<file path="src/rtl/alu_pkg.sv">
// Shared ALU definitions: opcodes, FSM states and flag bit positions.
package alu_pkg;

  localparam logic [2:0] ALU_OP_AND = 3'b000;
  localparam logic [2:0] ALU_OP_ADD = 3'b001;
  localparam logic [2:0] ALU_OP_SUB = 3'b010;
  localparam logic [2:0] ALU_OP_OR  = 3'b011;
  localparam logic [2:0] ALU_OP_SLT = 3'b100;
  localparam logic [2:0] ALU_OP_SLL = 3'b101;
  localparam logic [2:0] ALU_OP_SRA = 3'b110;
  localparam logic [2:0] ALU_OP_MUL = 3'b111;

  typedef enum logic {
    IDLE     = 1'b0,
    MUL_BUSY = 1'b1
  } alu_state_t;

  // Flag bit positions inside a packed flag vector; also used by the branch unit and decoder.
  localparam int FLAG_Z     = 0;
  localparam int FLAG_N     = 1;
  localparam int FLAG_C     = 2;
  localparam int FLAG_V     = 3;
  localparam int FLAG_COUNT = 4;

  function automatic logic [FLAG_COUNT-1:0] pack_flags(input logic z, input logic n,
                                                       input logic c, input logic v);
    logic [FLAG_COUNT-1:0] f;
    f         = '0;
    f[FLAG_Z] = z;
    f[FLAG_N] = n;
    f[FLAG_C] = c;
    f[FLAG_V] = v;
    return f;
  endfunction

endpackage

</file>
<file path="src/rtl/alu_pipe_mul_iter.sv">
// Iterative signed multiplier: radix-2 shift-add on operand magnitudes, one step per
// cycle for WIDTH cycles. done and product are combinational during the final step so
// the caller can capture the full 2*WIDTH product on the same edge the last step retires.
module mul_iter
  import alu_pkg::*;
#(
  parameter int WIDTH = 16
) (
  input  logic               clk,
  input  logic               rst_n,
  input  logic               start,
  input  logic [WIDTH-1:0]   A,
  input  logic [WIDTH-1:0]   B,
  output logic               busy,
  output logic               done,
  output logic [2*WIDTH-1:0] product
);

  localparam int CW = $clog2(WIDTH);
  localparam logic [WIDTH-1:0]   ONE_W  = WIDTH'(1);
  localparam logic [2*WIDTH-1:0] ONE_2W = (2*WIDTH)'(1);

  logic [CW-1:0]      r_count;
  logic               r_busy;
  logic               r_neg;
  logic [2*WIDTH-1:0] r_acc;
  logic [2*WIDTH-1:0] r_mcand;
  logic [WIDTH-1:0]   r_mplier;

  logic [WIDTH-1:0]   w_magA;
  logic [WIDTH-1:0]   w_magB;
  logic [2*WIDTH-1:0] w_accNext;

  // The most-negative operand has magnitude 2^(WIDTH-1), which still fits unsigned in WIDTH bits.
  assign w_magA    = A[WIDTH-1] ? (~A + ONE_W) : A;
  assign w_magB    = B[WIDTH-1] ? (~B + ONE_W) : B;
  assign w_accNext = r_mplier[0] ? (r_acc + r_mcand) : r_acc;

  assign busy    = r_busy;
  assign done    = r_busy & (r_count == CW'(WIDTH - 1));
  assign product = r_neg ? (~w_accNext + ONE_2W) : w_accNext;

  // Load magnitudes on start, then retire one shift-add step per cycle until the last one.
  always_ff @(posedge clk) begin
    if (!rst_n) begin
      r_busy   <= 1'b0;
      r_count  <= '0;
      r_neg    <= 1'b0;
      r_acc    <= '0;
      r_mcand  <= '0;
      r_mplier <= '0;
    end else if (start) begin
      r_busy   <= 1'b1;
      r_count  <= '0;
      r_neg    <= A[WIDTH-1] ^ B[WIDTH-1];
      r_acc    <= '0;
      r_mcand  <= {{WIDTH{1'b0}}, w_magA};
      r_mplier <= w_magB;
    end else if (r_busy) begin
      r_acc    <= w_accNext;
      r_mcand  <= r_mcand << 1;
      r_mplier <= r_mplier >> 1;
      r_count  <= r_count + CW'(1);
      if (done) begin
        r_busy <= 1'b0;
      end
    end
  end

endmodule

</file>
<file path="src/rtl/alu_pipe.sv">
// Registered EX-stage ALU with valid/ready operand handshake, a single result slot,
// NZCV flags and an iterative signed multiply handled by mul_iter.
module alu_pipe
  import alu_pkg::*;
#(
  parameter int WIDTH = 16
) (
  input  logic             clk,
  input  logic             rst_n,
  input  logic             in_valid,
  output logic             in_ready,
  input  logic [WIDTH-1:0] A,
  input  logic [WIDTH-1:0] B,
  input  logic [2:0]       alu_op,
  output logic             out_valid,
  input  logic             out_ready,
  output logic [WIDTH-1:0] result,
  output logic             flag_z,
  output logic             flag_n,
  output logic             flag_c,
  output logic             flag_v
);

  localparam int SHW = $clog2(WIDTH);

  alu_state_t r_state;
  alu_state_t w_stateNext;

  logic w_accept;
  logic w_isMul;
  logic w_mulStart;
  logic w_mulBusy;
  logic w_mulDone;
  logic w_load;

  logic [2*WIDTH-1:0] w_mulProduct;
  logic [WIDTH:0]     w_mulUpper;
  logic               w_mulV;

  logic [WIDTH:0]     w_sum;
  logic [WIDTH:0]     w_diff;
  logic [SHW-1:0]     w_shamt;
  logic [WIDTH-1:0]   w_aluResult;
  logic               w_aluC;
  logic               w_aluV;

  logic [WIDTH-1:0]      w_loadResult;
  logic [FLAG_COUNT-1:0] w_loadFlags;

  logic                  r_outValid;
  logic [WIDTH-1:0]      r_result;
  logic [FLAG_COUNT-1:0] r_flags;

  // New bundles are taken only when idle and the result slot is free or draining this cycle.
  assign in_ready   = rst_n & (r_state == IDLE) & ~w_mulBusy & (~r_outValid | out_ready);
  assign w_accept   = in_valid & in_ready;
  assign w_isMul    = (alu_op == ALU_OP_MUL);
  assign w_mulStart = w_accept & w_isMul;
  assign w_load     = (w_accept & ~w_isMul) | ((r_state == MUL_BUSY) & w_mulDone);

  mul_iter #(
    .WIDTH(WIDTH)
  ) u_mul (
    .clk    (clk),
    .rst_n  (rst_n),
    .start  (w_mulStart),
    .A      (A),
    .B      (B),
    .busy   (w_mulBusy),
    .done   (w_mulDone),
    .product(w_mulProduct)
  );

  // The product sign-fits in WIDTH bits only when its top WIDTH+1 bits are all equal.
  assign w_mulUpper = w_mulProduct[2*WIDTH-1:WIDTH-1];
  assign w_mulV     = ~((&w_mulUpper) | ~(|w_mulUpper));

  // FSM state register.
  always_ff @(posedge clk) begin
    if (!rst_n) begin
      r_state <= IDLE;
    end else begin
      r_state <= w_stateNext;
    end
  end

  // Next state: enter MUL_BUSY on a multiply accept, leave when the final step retires.
  always_comb begin
    w_stateNext = r_state;
    case (r_state)
      IDLE:     if (w_mulStart) w_stateNext = MUL_BUSY;
      MUL_BUSY: if (w_mulDone)  w_stateNext = IDLE;
      default:  w_stateNext = IDLE;
    endcase
  end

  // Single-cycle datapath with carry/borrow and signed overflow for ADD/SUB.
  always_comb begin
    w_sum       = {1'b0, A} + {1'b0, B};
    w_diff      = {1'b0, A} - {1'b0, B};
    w_shamt     = B[SHW-1:0];
    w_aluResult = '0;
    w_aluC      = 1'b0;
    w_aluV      = 1'b0;
    case (alu_op)
      ALU_OP_AND: w_aluResult = A & B;
      ALU_OP_ADD: begin
        w_aluResult = w_sum[WIDTH-1:0];
        w_aluC      = w_sum[WIDTH];
        w_aluV      = (A[WIDTH-1] == B[WIDTH-1]) & (w_sum[WIDTH-1] != A[WIDTH-1]);
      end
      ALU_OP_SUB: begin
        w_aluResult = w_diff[WIDTH-1:0];
        w_aluC      = w_diff[WIDTH];
        w_aluV      = (A[WIDTH-1] != B[WIDTH-1]) & (w_diff[WIDTH-1] != A[WIDTH-1]);
      end
      ALU_OP_OR:  w_aluResult = A | B;
      ALU_OP_SLT: w_aluResult = {{(WIDTH-1){1'b0}}, ($signed(A) < $signed(B))};
      ALU_OP_SLL: w_aluResult = A << w_shamt;
      ALU_OP_SRA: w_aluResult = $unsigned($signed(A) >>> w_shamt);
      default:    w_aluResult = '0;
    endcase
  end

  // Select the value entering the slot: the multiplier in MUL_BUSY, else the single-cycle path.
  always_comb begin
    w_loadResult = w_aluResult;
    w_loadFlags  = '0;
    if (r_state == MUL_BUSY) begin
      w_loadResult = w_mulProduct[WIDTH-1:0];
      w_loadFlags  = pack_flags(w_loadResult == '0, w_loadResult[WIDTH-1], 1'b0, w_mulV);
    end else begin
      w_loadFlags  = pack_flags(w_loadResult == '0, w_loadResult[WIDTH-1], w_aluC, w_aluV);
    end
  end

  // Output slot: load replaces (even while being consumed), a bare consume empties it.
  always_ff @(posedge clk) begin
    if (!rst_n) begin
      r_outValid <= 1'b0;
      r_result   <= '0;
      r_flags    <= '0;
    end else if (w_load) begin
      r_outValid <= 1'b1;
      r_result   <= w_loadResult;
      r_flags    <= w_loadFlags;
    end else if (r_outValid & out_ready) begin
      r_outValid <= 1'b0;
    end
  end

  assign out_valid = r_outValid;
  assign result    = r_result;
  assign flag_z    = r_flags[FLAG_Z];
  assign flag_n    = r_flags[FLAG_N];
  assign flag_c    = r_flags[FLAG_C];
  assign flag_v    = r_flags[FLAG_V];

endmodule

</file>
<file path="config.mk">
export PLATFORM = sky130hd
export DESIGN_NAME = alu_pipe
export DESIGN_NICKNAME = d
export VERILOG_FILES = /design/src/rtl/alu_pkg.sv /design/src/rtl/alu_pipe_mul_iter.sv /design/src/rtl/alu_pipe.sv
export SDC_FILE = /design/constraint.sdc
export NUM_CORES = 1
export LEC_CHECK = 0
export ABC_AREA = 1
export BUFFER_PORTS_ARGS = -buffer_cell sky130_fd_sc_hd__buf_4
export CORE_MARGIN = 1.5
export CORE_UTILIZATION = 60
export CTS_BUF_LIST = sky130_fd_sc_hd__clkbuf_8 sky130_fd_sc_hd__clkbuf_16
export CTS_CLUSTER_SIZE = 8
export DETAILED_ROUTE_END_ITERATION = 8
export GPL_ROUTABILITY_DRIVEN = 0
export HOLD_SLACK_MARGIN = 0.12
export PLACE_DENSITY = 0.85
export REMOVE_ABC_BUFFERS = 1
export SETUP_SLACK_MARGIN = 0.4
export SYNTH_ARGS = -nofsm -noshare
export SYNTH_HDL_FRONTEND = slang
export SYNTH_SLANG_ARGS = --single-unit
</file>
<file path="constraint.sdc">
create_clock -name clk -period 3.67 [get_ports clk]
set_input_delay 0.367 -clock clk [delete_from_list [all_inputs] [get_ports clk]]
set_output_delay 0.367 -clock clk [all_outputs]
set_load 0.005 [all_outputs]
</file>
==> results.yml <==
synth:
  yosys_register_bits: 107
  synth_cell_types: 57
  synthArstFlopShare_pct: 0
  synthFlopType: "dfxtp_1"
  synth_edf_count: 0
  syn_inst: 2281
  seq_area_frac_synth_pct: 16.8
  synth-simple-area-share_pct: 39.2
  synth_xor_area_share_pct: 2.88
  synthAdderAreaFrac_pct: 8.69
  synthMuxAreaShare_pct: 0.470
  synth_warnings: 0
  synth_top_family_by_area: "simple AND/OR/NAND/NOR gates"
  avgSynthCellArea_um2: 5.60
  synth_compound_area_share_pct: 19.2
  synth_area_mm2: 0.0128
route:
  vias_per_cell: 6.01
  drt-total-wl_um: 44600
  vias: 15500
  ant_nets: 0
  post_drt_wl_per_cell_um: 17.2
  drc: 0
  first_iter_violations: 2107
  firstDrtPassIters: 7
worst_setup_path:
  cp.required_ns: 3.92
  worst_setup_path_start_kind: "flop"
  end_kind: "flop"
  rr_startpoint: "u_mul.r_acc[0]$_SDFFE_PP0P_"
  critical_path.max_fanout: 4
  worstSetupStartpoint: "u_mul.r_acc[0]$_SDFFE_PP0P_"
  arrival_ns: 3.47
  crit_type: "reg -> reg"
sta:
  period_needed_ns: 3.22
  slew_headroom_pct: 42.3
  hold_violations: 0
  period_share_pct: 87.8
  worst_pin_slew_ns: 0.844
  rsz0062_at_grt: "yes"
  final-max-slew-violation-count: 0
  fin_worst_skew_ns: 0.0163
  setup_viol: 0
  timing.fmax_mhz: 310
global_routing:
  grt_use_total_pct: 39.3
  met1_usage_pct: 55.4
  grt_pass1_vias: 13500
  use_met2_pct: 56.4
  grtUsageMet3_pct: 10.4
  antenna_found_initial: 1
  grt_remaining_overflow: 0
  grt.busiest_layer: "met2"
  grt_pass1_wl_um: 68900
  grt_max_degree: 66
floorplan:
  rows: 53
  start_util_pct: 61.0
  dieWidth_um: 149
  die_area_mm2: 0.0222
  fp.coreArea_mm2: 0.0210
  die_h_um: 149
  pin_count: 61
pwr:
  sequentialPowerShare_pct: 37.2
  p_leak_uw: 0.00716
  power_uw: 3250
  power.density_mw_per_mm2: 231
  power.switching_uw: 1230
  swShare_pct: 37.8
  p_int_uw: 2020
  peakVddDrop_uv: 238
  clockPowerShare_pct: 30.7
  combPwrFrac_pct: 32.0
cts:
  clk_pin_slew_ns: 0.09
  clk-insertion-delay-late_ns: 0.37
  clock_path_buffers: 2
  numCtsBuffers: 9
  clock-sinks: 107
  cts-root-buf: "clkbuf_16"
  h-tree-depth: 3
  cts_tree: "done"
status:
  status: "complete, no violations"
worst_hold_path:
  hold_path.class: "in -> reg"
  hold_start: "rst_n"
layout:
  nFillCells: 1898
  drive_gt1_share_pct: 11.7
  nets: 2433
  syn_to_final_growth_pct: 10.1
  fin_util_pct: 67.1
  n_antenna_cell: 0
place:
  hpwl_um: 34400
  port_buffers: 60
flow_run:
  drv_cap: 0
final timing paths:
path	to	slack (ns)	cells after the start
worst max-delay path	r_flags[3]$_SDFFE_PN0P_	0.45	24
worst min-delay path	result[10]$_SDFFE_PN0P_	0.34	3
worst min register to register	u_mul.r_mplier[7]$_SDFFE_PN0P_	0.47	2
worst max register to register	r_flags[3]$_SDFFE_PN0P_	0.45	24
sequential cells by signal (all words and copies together), names as in the netlist:
name / flops
u_mul.r_count: 4
u_mul.r_mplier: 16
u_mul.r_neg: 1
r_flags: 4
u_mul.r_mcand: 32
u_mul.busy: 1
r_state: 1
out_valid: 1
u_mul.r_acc: 32
result: 15
cell usage in the layout (no fill, tap or decap), drive strengths merged, types with 29 or more instances in the layout:
master	count
nand2	762
inv	340
nor2	201
a21oi	174
nand3	154
o21ai	149
dfxtp	107
buf	98
ha	84
xor2	41
nor3	29
power by group through the flow:
stage | registers (uW) | logic (uW) | clock network, uW
after floorplan | 1230 | 624 | 0
after global placement | 1230 | 944 | 0
after detailed placement | 1230 | 962 | 0
after CTS | 1210 | 967 | 1000
after global routing | 1210 | 1130 | 1040
final | 1210 | 1040 | 999
Yosys cell counts (12+ instances only):
cell / n / area (um2)
dfxtp_1: 107 / 2140
inv_1: 321 / 1200
o211ai_1: 24 / 180
nand3_1: 143 / 716
nand4_1: 20 / 125
ha_1: 84 / 1050
inv_2: 15 / 56.3
nor2_2: 12 / 75.1
nand2_2: 31 / 194
buf_2: 19 / 95.1
a21oi_1: 173 / 866
nand2_1: 729 / 2740
xor2_1: 41 / 359
nor3_1: 26 / 130
nor2_1: 185 / 694
o21ai_0: 140 / 701
clkbuf_1: 56 / 210
o22ai_1: 12 / 75.1
kinds of logic (layout without fill, tap and decap cells):
| group | after synthesis | after routing |
|---|---|---|
| buffers and inverters | 425 | 456 |
| AO/OA/AOI/OAI | 429 | 429 |
| adder cells (fa/ha/maj) | 87 | 87 |
| AND/OR/NAND/NOR | 1185 | 1185 |
| XOR/XNOR | 42 | 42 |
| multiplexers | 6 | 6 |
| flip-flops | 107 | 107 |
per-layer routing:
metal / wire (um) / vias to the layer above
met2: 17900 / 1015
met4: 2090 / 2
met5: 13 / -
li1: - / 7374
met1: 18000 / 6955
met3: 6540 / 196
stage by stage:
stage / TNS (ns) / hold WS (ns) / area (um2) / worst slack, ns / instances
floorplan: -0.309 / 0.442 / 12400 / -0.186 / 2198
global placement: 0 / 0.453 / 13400 / 0.397 / 2558
detailed placement: 0 / 0.456 / 13400 / 0.391 / 2558
CTS: 0 / 0.331 / 13700 / 0.408 / 2574
global route: 0 / 0.345 / 14100 / 0.248 / 2587
finish: 0 / 0.335 / 14100 / 0.449 / 2587
repair_timing:
action                                  4_1_cts  5_1_grt
pin swaps                                     0       24
gates cloned                                  0        0
gates resized for setup                       1       78
hold buffers                                  0        0
endpoints found under the setup margin        1        2
setup buffers                                 0       13
area by class of cell:
cell class	instances	area, um2	share of cell area (%)
clock buffers	10	239	1.70
inverters	342	1280	9.13
clock inverters	6	58.8	0.418
multi-input cells	1749	9240	65.7
repair buffers	98	736	5.23
well taps	275	344	2.45
flip-flops and latches	107	2160	15.4
critical path, cell delays in order, from the launching register on:
cell	delay (ns)
dfxtp_2	0.35
ha_4	0.15
fa_2	0.42
nand2_1	0.07
a21boi_4	0.23
ha_2	0.23
inv_2	0.04
nor2_2	0.09
nand2_1	0.09
nor2_2	0.16
nand2_1	0.07
nor2_1	0.14
nand3_1	0.13
nor2_1	0.13
nand3_2	0.11
nand2_2	0.09
nand2_1	0.06
nand2_1	0.07
inv_1	0.04
nor2_1	0.09
nand2_1	0.06
nor2_1	0.08
nand3_1	0.07
nand3_1	0.07
a21oi_1	0.06
Note: power is estimated with default switching activity, not from simulation.
